`src/rtl/elastic_context_pe_pkg.sv`:
```
// Shared definitions for the elastic context PE: ALU op codes, the control
// FSM state encoding and the width-independent part of a configuration entry.
package elastic_context_pe_pkg;

  localparam int unsigned REPEAT_W = 8;
  localparam int unsigned ITER_W   = 16;

  typedef enum logic [3:0] {
    OP_PASS_A    = 4'd0,
    OP_ADD       = 4'd1,
    OP_SUB       = 4'd2,
    OP_MUL       = 4'd3,
    OP_AND       = 4'd4,
    OP_OR        = 4'd5,
    OP_XOR       = 4'd6,
    OP_CONST     = 4'd7,
    OP_ADD_CONST = 4'd8
  } op_e;

  typedef enum logic [1:0] {
    ST_IDLE,
    ST_RUN,
    ST_DRAIN
  } state_e;

  // Operand selects, output mask and constant depend on module parameters,
  // so they live in parallel arrays beside this struct in the top level.
  typedef struct packed {
    op_e                 op;
    logic [REPEAT_W-1:0] repeat_max;
  } cfg_ctrl_t;

  // Every op reads A except CONST (undefined codes act as PASS_A).
  function automatic logic op_needs_a(input op_e op);
    return op != OP_CONST;
  endfunction

  function automatic logic op_needs_b(input op_e op);
    case (op)
      OP_ADD, OP_SUB, OP_MUL, OP_AND, OP_OR, OP_XOR: return 1'b1;
      default:                                       return 1'b0;
    endcase
  endfunction

endpackage

```
`src/rtl/elastic_context_pe_fork_fifo.sv`:
```
// elastic_fork_fifo: result FIFO whose head entry is forked to every output
// channel selected by that entry's mask. Each channel hands its copy over
// independently; the head pops once all masked channels have taken it.
//   push_valid/push_data/push_mask : enqueue request (taken when push_ready)
//   push_ready                     : count below DEPTH
//   empty                          : no entries held
//   out_data/out_valid/out_stop    : per-channel output handshake
module elastic_fork_fifo #(
  parameter int unsigned DATA_WIDTH   = 32,
  parameter int unsigned NEIGHBOR_NUM = 4,
  parameter int unsigned DEPTH        = 2
) (
  input  logic                                     clk,
  input  logic                                     reset_n,
  input  logic                                     push_valid,
  input  logic [DATA_WIDTH-1:0]                    push_data,
  input  logic [NEIGHBOR_NUM-1:0]                  push_mask,
  output logic                                     push_ready,
  output logic                                     empty,
  output logic [NEIGHBOR_NUM-1:0][DATA_WIDTH-1:0]  out_data,
  output logic [NEIGHBOR_NUM-1:0]                  out_valid,
  input  logic [NEIGHBOR_NUM-1:0]                  out_stop
);

  localparam int unsigned     PTR_W    = (DEPTH > 1) ? $clog2(DEPTH) : 1;
  localparam int unsigned     CNT_W    = $clog2(DEPTH + 1);
  localparam logic [PTR_W-1:0] LAST_PTR = PTR_W'(DEPTH - 1);
  localparam logic [CNT_W-1:0] FULL_CNT = CNT_W'(DEPTH);

  logic [DATA_WIDTH-1:0]   data_q [DEPTH];
  logic [NEIGHBOR_NUM-1:0] mask_q [DEPTH];
  logic [PTR_W-1:0]        rd_ptr_q, rd_ptr_d, wr_ptr_q, wr_ptr_d;
  logic [CNT_W-1:0]        count_q, count_d;
  logic [NEIGHBOR_NUM-1:0] sent_q, sent_d;
  logic [NEIGHBOR_NUM-1:0] head_mask, accept;
  logic                    push, pop;

  always_comb begin
    empty      = (count_q == '0);
    push_ready = (count_q < FULL_CNT);
    push       = push_valid && push_ready;
    head_mask  = mask_q[rd_ptr_q];
    out_valid  = empty ? '0 : (head_mask & ~sent_q);
    accept     = out_valid & ~out_stop;
    // Pop when no masked channel is left outstanding after this cycle;
    // an all-zero mask therefore pops on its first cycle at the head.
    pop        = !empty && ((head_mask & ~(sent_q | accept)) == '0);
    sent_d     = pop ? '0 : (sent_q | accept);

    rd_ptr_d = rd_ptr_q;
    if (pop) rd_ptr_d = (rd_ptr_q == LAST_PTR) ? '0 : rd_ptr_q + 1'b1;
    wr_ptr_d = wr_ptr_q;
    if (push) wr_ptr_d = (wr_ptr_q == LAST_PTR) ? '0 : wr_ptr_q + 1'b1;

    count_d = count_q;
    case ({push, pop})
      2'b10:   count_d = count_q + 1'b1;
      2'b01:   count_d = count_q - 1'b1;
      default: count_d = count_q;
    endcase

    for (int unsigned k = 0; k < NEIGHBOR_NUM; k++) begin
      out_data[k] = data_q[rd_ptr_q];
    end
  end

  always_ff @(posedge clk or negedge reset_n) begin
    if (!reset_n) begin
      rd_ptr_q <= '0;
      wr_ptr_q <= '0;
      count_q  <= '0;
      sent_q   <= '0;
      for (int unsigned i = 0; i < DEPTH; i++) begin
        data_q[i] <= '0;
        mask_q[i] <= '0;
      end
    end else begin
      rd_ptr_q <= rd_ptr_d;
      wr_ptr_q <= wr_ptr_d;
      count_q  <= count_d;
      sent_q   <= sent_d;
      if (push) begin
        data_q[wr_ptr_q] <= push_data;
        mask_q[wr_ptr_q] <= push_mask;
      end
    end
  end

endmodule

```
`src/rtl/elastic_context_pe.sv`:
```
// elastic_context_pe: context-sequenced processing element with elastic
// (valid/stop) neighbour channels. Each context selects two input channels,
// an ALU op, a constant, an output fork mask and a repeat count.
//   cfg_*                       : configuration memory write port
//   start_exec/stop_exec        : execution control, context_max_id wraps
//   in_data/in_valid/in_stop    : input channels
//   out_data/out_valid/out_stop : output channels (via elastic_fork_fifo)
//   busy/context_id/iteration_count : status
module elastic_context_pe
  import elastic_context_pe_pkg::*;
#(
  parameter int unsigned DATA_WIDTH    = 32,
  parameter int unsigned NEIGHBOR_NUM  = 4,
  parameter int unsigned CONTEXT_DEPTH = 16,
  parameter int unsigned BUFFER_DEPTH  = 2
) (
  input  logic                                    clk,
  input  logic                                    reset_n,
  input  logic                                    cfg_write,
  input  logic [$clog2(CONTEXT_DEPTH)-1:0]        cfg_index,
  input  logic [$clog2(NEIGHBOR_NUM)-1:0]         cfg_src_a,
  input  logic [$clog2(NEIGHBOR_NUM)-1:0]         cfg_src_b,
  input  logic [NEIGHBOR_NUM-1:0]                 cfg_out_mask,
  input  logic [3:0]                              cfg_op,
  input  logic [DATA_WIDTH-1:0]                   cfg_const,
  input  logic [7:0]                              cfg_repeat,
  input  logic                                    start_exec,
  input  logic                                    stop_exec,
  input  logic [$clog2(CONTEXT_DEPTH)-1:0]        context_max_id,
  input  logic [NEIGHBOR_NUM-1:0][DATA_WIDTH-1:0] in_data,
  input  logic [NEIGHBOR_NUM-1:0]                 in_valid,
  output logic [NEIGHBOR_NUM-1:0]                 in_stop,
  output logic [NEIGHBOR_NUM-1:0][DATA_WIDTH-1:0] out_data,
  output logic [NEIGHBOR_NUM-1:0]                 out_valid,
  input  logic [NEIGHBOR_NUM-1:0]                 out_stop,
  output logic                                    busy,
  output logic [$clog2(CONTEXT_DEPTH)-1:0]        context_id,
  output logic [15:0]                             iteration_count
);

  localparam int unsigned CTX_W = $clog2(CONTEXT_DEPTH);
  localparam int unsigned NB_W  = $clog2(NEIGHBOR_NUM);

  state_e              state_q, state_d;
  logic [CTX_W-1:0]    ctx_q, ctx_d;
  logic [REPEAT_W-1:0] rep_q, rep_d;
  logic [ITER_W-1:0]   iter_q, iter_d;

  cfg_ctrl_t               ctrl_q  [CONTEXT_DEPTH];
  logic [NB_W-1:0]         src_a_q [CONTEXT_DEPTH];
  logic [NB_W-1:0]         src_b_q [CONTEXT_DEPTH];
  logic [NEIGHBOR_NUM-1:0] mask_q  [CONTEXT_DEPTH];
  logic [DATA_WIDTH-1:0]   const_q [CONTEXT_DEPTH];

  cfg_ctrl_t               cur_ctrl;
  logic [NB_W-1:0]         cur_src_a, cur_src_b;
  logic [NEIGHBOR_NUM-1:0] cur_mask;
  logic [DATA_WIDTH-1:0]   cur_const;
  logic [DATA_WIDTH-1:0]   op_a, op_b, alu_result;
  logic                    need_a, need_b, operands_ok, fire;
  logic                    fifo_ready, fifo_empty;

  // Datapath: operand selection, firing rule, input handshake, ALU.
  always_comb begin
    cur_ctrl  = ctrl_q[ctx_q];
    cur_src_a = src_a_q[ctx_q];
    cur_src_b = src_b_q[ctx_q];
    cur_mask  = mask_q[ctx_q];
    cur_const = const_q[ctx_q];
    op_a      = in_data[cur_src_a];
    op_b      = in_data[cur_src_b];
    need_a    = op_needs_a(cur_ctrl.op);
    need_b    = op_needs_b(cur_ctrl.op);
    operands_ok = (!need_a || in_valid[cur_src_a]) &&
                  (!need_b || in_valid[cur_src_b]);
    fire = (state_q == ST_RUN) && !start_exec && !stop_exec &&
           operands_ok && fifo_ready;

    // src_a == src_b releases one channel only, so one token feeds both.
    in_stop = '1;
    if (fire) begin
      if (need_a) in_stop[cur_src_a] = 1'b0;
      if (need_b) in_stop[cur_src_b] = 1'b0;
    end

    case (cur_ctrl.op)
      OP_ADD:       alu_result = op_a + op_b;
      OP_SUB:       alu_result = op_a - op_b;
      OP_MUL:       alu_result = op_a * op_b;
      OP_AND:       alu_result = op_a & op_b;
      OP_OR:        alu_result = op_a | op_b;
      OP_XOR:       alu_result = op_a ^ op_b;
      OP_CONST:     alu_result = cur_const;
      OP_ADD_CONST: alu_result = op_a + cur_const;
      default:      alu_result = op_a;
    endcase
  end

  // Control FSM and context sequencing.
  always_comb begin
    state_d = state_q;
    ctx_d   = ctx_q;
    rep_d   = rep_q;
    iter_d  = iter_q;

    case (state_q)
      ST_IDLE:  if (start_exec) state_d = ST_RUN;
      ST_RUN:   if (stop_exec)  state_d = ST_DRAIN;
      ST_DRAIN: if (fifo_empty) state_d = ST_IDLE;
      default:  state_d = ST_IDLE;
    endcase

    if (start_exec) begin
      state_d = ST_RUN;
      ctx_d   = '0;
      rep_d   = '0;
      iter_d  = '0;
    end else if (fire) begin
      if (rep_q == cur_ctrl.repeat_max) begin
        rep_d = '0;
        if (ctx_q == context_max_id) begin
          ctx_d  = '0;
          iter_d = iter_q + 1'b1;
        end else begin
          ctx_d = ctx_q + 1'b1;
        end
      end else begin
        rep_d = rep_q + 1'b1;
      end
    end
  end

  always_ff @(posedge clk or negedge reset_n) begin
    if (!reset_n) begin
      state_q <= ST_IDLE;
      ctx_q   <= '0;
      rep_q   <= '0;
      iter_q  <= '0;
    end else begin
      state_q <= state_d;
      ctx_q   <= ctx_d;
      rep_q   <= rep_d;
      iter_q  <= iter_d;
    end
  end

  always_ff @(posedge clk or negedge reset_n) begin
    if (!reset_n) begin
      for (int unsigned i = 0; i < CONTEXT_DEPTH; i++) begin
        ctrl_q[i]  <= '0;
        src_a_q[i] <= '0;
        src_b_q[i] <= '0;
        mask_q[i]  <= '0;
        const_q[i] <= '0;
      end
    end else if (cfg_write) begin
      ctrl_q[cfg_index]  <= '{op: op_e'(cfg_op), repeat_max: cfg_repeat};
      src_a_q[cfg_index] <= cfg_src_a;
      src_b_q[cfg_index] <= cfg_src_b;
      mask_q[cfg_index]  <= cfg_out_mask;
      const_q[cfg_index] <= cfg_const;
    end
  end

  elastic_fork_fifo #(
    .DATA_WIDTH   (DATA_WIDTH),
    .NEIGHBOR_NUM (NEIGHBOR_NUM),
    .DEPTH        (BUFFER_DEPTH)
  ) u_fifo (
    .clk        (clk),
    .reset_n    (reset_n),
    .push_valid (fire),
    .push_data  (alu_result),
    .push_mask  (cur_mask),
    .push_ready (fifo_ready),
    .empty      (fifo_empty),
    .out_data   (out_data),
    .out_valid  (out_valid),
    .out_stop   (out_stop)
  );

  assign busy            = (state_q != ST_IDLE);
  assign context_id      = ctx_q;
  assign iteration_count = iter_q;

endmodule
```
`config.mk`:
```
export PLATFORM = sky130hd
export DESIGN_NAME = elastic_context_pe
export DESIGN_NICKNAME = d
export VERILOG_FILES = /design/src/rtl/elastic_context_pe_pkg.sv /design/src/rtl/elastic_context_pe_fork_fifo.sv /design/src/rtl/elastic_context_pe.sv
export SDC_FILE = /design/constraint.sdc
export NUM_CORES = 2
export LEC_CHECK = 0
export BUFFER_PORTS_ARGS = -buffer_cell sky130_fd_sc_hd__buf_2
export CAP_MARGIN = 5
export CELL_PAD_IN_SITES_DETAIL_PLACEMENT = 1
export CELL_PAD_IN_SITES_GLOBAL_PLACEMENT = 2
export CORE_MARGIN = 1.5
export CORE_UTILIZATION = 43
export DETAILED_ROUTE_END_ITERATION = 8
export GPL_ROUTABILITY_DRIVEN = 0
export PLACE_DENSITY_LB_ADDON = 0.1
export SLEW_MARGIN = 20
export SYNTH_ARGS = -nofsm -noshare
export SYNTH_HDL_FRONTEND = slang
export SYNTH_HIERARCHICAL = 1
export SYNTH_SLANG_ARGS = --single-unit
```
`constraint.sdc`:
```
create_clock -name clk -period 10.6 [get_ports clk]
set_clock_uncertainty 0.2 [all_clocks]
set_input_delay 2.12 -clock clk [delete_from_list [all_inputs] [get_ports clk]]
set_output_delay 2.12 -clock clk [all_outputs]
set_load 0.01 [all_outputs]
```
==> metrics.md <==
| Metric | Value |
|---|---|
| Die X | `391.7 microns` |
| Residual DRC | `0` |
| Clock slew at reported path FFs | `60 ps` |
| Synth Cell Area | `64,980 sq um` |
| Vias in the first global route | `48,490` |
| Reg2reg path depth | `33` |
| Clk buf depth | `3` |
| Number of synthesized flops with an enable pin | `0` |
| Tcrit/Tclk final | `0.9779` |
| Max_cap viols | `0` |
| Final core occ | `0.4860` |
| Crit path buffers/inverters | `7` |
| Via-per-instance ratio | `5.720` |
| Hpwl dp | `159,500 microns` |
| Synthesized Nets | `6,249` |
| Area grow syn2layout | `12.17%` |
| Routed Antenna Nets | `0` |
| Crit-path leading delay family | `adder cells` |
| Slowest cell on the critical path | `fa_1` |
| Main flop type after synthesis | `dfrtp_1` |
| Placed instance area | `69,360 sq um` |
| CTS Buf Count | `98` |
| IO buf count | `357` |
| Seq/Total Area, Yosys | `0.3628` |
| R2r startpoint | `context_id[2]` |
| Most used cell, CP | `fa_1` |
| Skew-Pair Late Insertion Delay | `720 ps` |
| Core area | `150,000 sq um` |
| Synth area leader | `dfrtp_1` |
| CTS Hold Bufs | `0` |
| CP arrival | `10,760 ps` |
| Max Clk Rate | `96.47 MHz` |
| TritonRoute pass-1 iters | `5` |
| Hold_sp | `u_fifo/data_q[34]` |
| Worst slew margin | `0.2295` |
| FF+latch count, synth | `942` |
| Post-synth ARST share | `1.000` |
| WHS Endpoint | `u_fifo/data_q[34]` |
| Via count | `44,490` |
| Clock Tree Root | `clkbuf_16` |
| Post-layout min period | `10,370 ps` |
| Netlist cell types | `93` |
| CP max stage delay | `580 ps` |
| Reg-to-Reg End | `u_fifo/data_q[30]` |
| Layout fillers | `15,650` |
| Worst-path fanout max | `14` |
| Gr usage total | `0.2960` |
| Final Hold Vio Count | `0` |
| CTS tree | `done` |
| Synth Instances | `5,416` |
| Core Rows | `142` |
| Largest net degree at the start of global routing | `171` |
| Die height | `391.7 microns` |
| Max Slew Vio Count | `0` |
| Synth warn | `6` |
| Status | `complete, no violations` |
| Crit start category | `flop` |
| Routed wire length | `224,500 microns` |
| Initial core utilization | `0.4333` |
| WHS Path Cells | `1` |
| Required time worst endpoint | `10,990 ps` |
| Hold slack final | `299.3 ps` |
| 1st-iter DRT viols | `2,510` |
| Initial antenna violation count | `26` |
| Post-layout nets | `6,509` |
| Least-Margin Pin Slew | `1148 ps` |
| Grt ovf | `0` |
| Syn_area_per_cell | `12.00 sq um` |
| Layout cell share with drive strength beyond 1 | `0.3675` |
| R2r setup slk | `230 ps` |
| Dominant cells by area after synthesis | `dfrtp_1, mux2_2, fa_1, mux4_2, ha_1` |
| First-pass GRT wire length | `332,400 microns` |
| Setup violators final | `0` |
| Die footprint | `153,500 sq um` |
| Critical Path Sink Type | `flop` |
| DR WL/cell | `28.86 microns` |
| Post-route design area | `72,880 sq um` |
| Post-synth top area share | `0.3628` |
| H-tree depth | `3` |
| Hold Crit Class | `flop to flop` |
| CP Class | `flop to flop` |
| Total I/O pin count | `358` |
| # clock sinks | `942` |
-- cell usage in the layout (no fill, tap or decap), drive strengths merged, types with 10 or more instances in the layout --
cell type and instances:
mux2 960, dfrtp 942, buf 625, inv 458, nor2 436, fa 409
nand2 323, mux4 249, ha 223, clkbuf 144, mux2i 126, xnor2 122
o21ai 116, a21oi 97, nand3 64, xor2 42, clkinv 31, nor3 28
a22oi 28, a21o 27, a31oi 23, nand2b 21, or2 21, a221oi 20
o221ai 17, a32o 16, nor2b 15, o22ai 13, nand4 12, a211oi 12
o21a 10
-- repair_timing --
action                     4_1_cts  5_1_grt
resized for setup                1       15
pin swaps                        0        2
cloned                           0        2
setup endpoints to repair        2       10
buffers inserted                 0        5
-- Yosys cell counts, types with 23 or more instances --
| master | number |
|---|---|
| nand2_1 | 322 |
| nor2_1 | 431 |
| buf_2 | 39 |
| mux4_2 | 247 |
| buf_1 | 28 |
| a21o_1 | 27 |
| xnor2_1 | 122 |
| mux2_2 | 960 |
| o21ai_0 | 109 |
| a21oi_1 | 97 |
| inv_1 | 434 |
| nor3_1 | 27 |
| fa_1 | 409 |
| xor2_1 | 42 |
| a31oi_1 | 23 |
| buf_4 | 108 |
| a22oi_1 | 26 |
| mux2i_1 | 120 |
| dfrtp_1 | 942 |
| clkbuf_1 | 280 |
| ha_1 | 223 |
| nand3_1 | 63 |
-- kinds of logic (layout without fill, tap and decap cells) --
kind of cell             count (synthesis)  in the layout  share of synthesized area
XOR/XNOR                               168            168                    0.02349
adder cells (fa/ha/maj)                632            632                     0.1690
flip-flops                             942            942                     0.3628
AO/OA/AOI/OAI                          443            443                    0.04575
multiplexers                          1335           1335                     0.2727
buffers and inverters                  931           1272                    0.06243
other                                    0              5                          0
AND/OR/NAND/NOR                        965            966                    0.06391
-- area by class of cell --
class / instances / area [sq um] / area share
flip-flops and latches: 942 / 23590 / 0.3236
well taps: 2016 / 2522 / 0.03461
multi-input cells: 3544 / 37600 / 0.5159
clock buffers: 143 / 2893 / 0.03969
inverters: 464 / 1748 / 0.02398
clock inverters: 39 / 485.5 / 0.006661
repair buffers: 626 / 4036 / 0.05538
diodes: 5 / 12.51 / 0.0001717
-- metrics by stage --
stage | setup TNS, ps | instances | worst slack (ps)
floorplan | 0 | 5416 | 761.4
global placement | -44.00 | 7585 | -25.27
detailed placement | -448.2 | 7585 | -151.5
CTS | 0 | 7767 | 122.3
global route | -2.030 | 7776 | -2.030
finish | 0 | 7779 | 234.2
-- registers in the layout (all words and copies together), names as in the netlist --
signal	flops
u_fifo/mask_q	8
src_a_q	32
u_fifo/data_q	64
context_id	4
u_fifo/rd_ptr_q	1
u_fifo/count_q	2
mask_q	64
u_fifo/sent_q	4
u_fifo/wr_ptr_q	1
ctrl_q	192
const_q	512
state_q	2
iteration_count	16
rep_q	8
src_b_q	32
-- layer usage --
| metal | share of wire | vias to the layer above | track usage |
|---|---|---|---|
| met5 | 0.00031 | - | 0 |
| met4 | 0.044 | 12 | 0.1203 |
| met3 | 0.038 | 405 | 0.03476 |
| met2 | 0.50 | 981 | 0.5104 |
| met1 | 0.42 | 24040 | 0.3782 |
| li1 | - | 19050 | - |
-- worst max path at each step --
stage                       start                 to  slack [ps]  cells after the start
finish              context_id[2]  u_fifo/data_q[30]         230                     33
global route        context_id[2]  u_fifo/data_q[62]          -2                     33
CTS                 context_id[2]  u_fifo/data_q[30]         120                     32
detailed placement    in_data[69]  u_fifo/data_q[29]        -150                     30
global placement       in_data[6]  u_fifo/data_q[61]         -30                     28
floorplan           context_id[0]  u_fifo/data_q[62]         760                     35
Power is left out: the tool's default activity adds up to more than one toggle a clock period on the data nets, which glitch-free logic cannot reach.
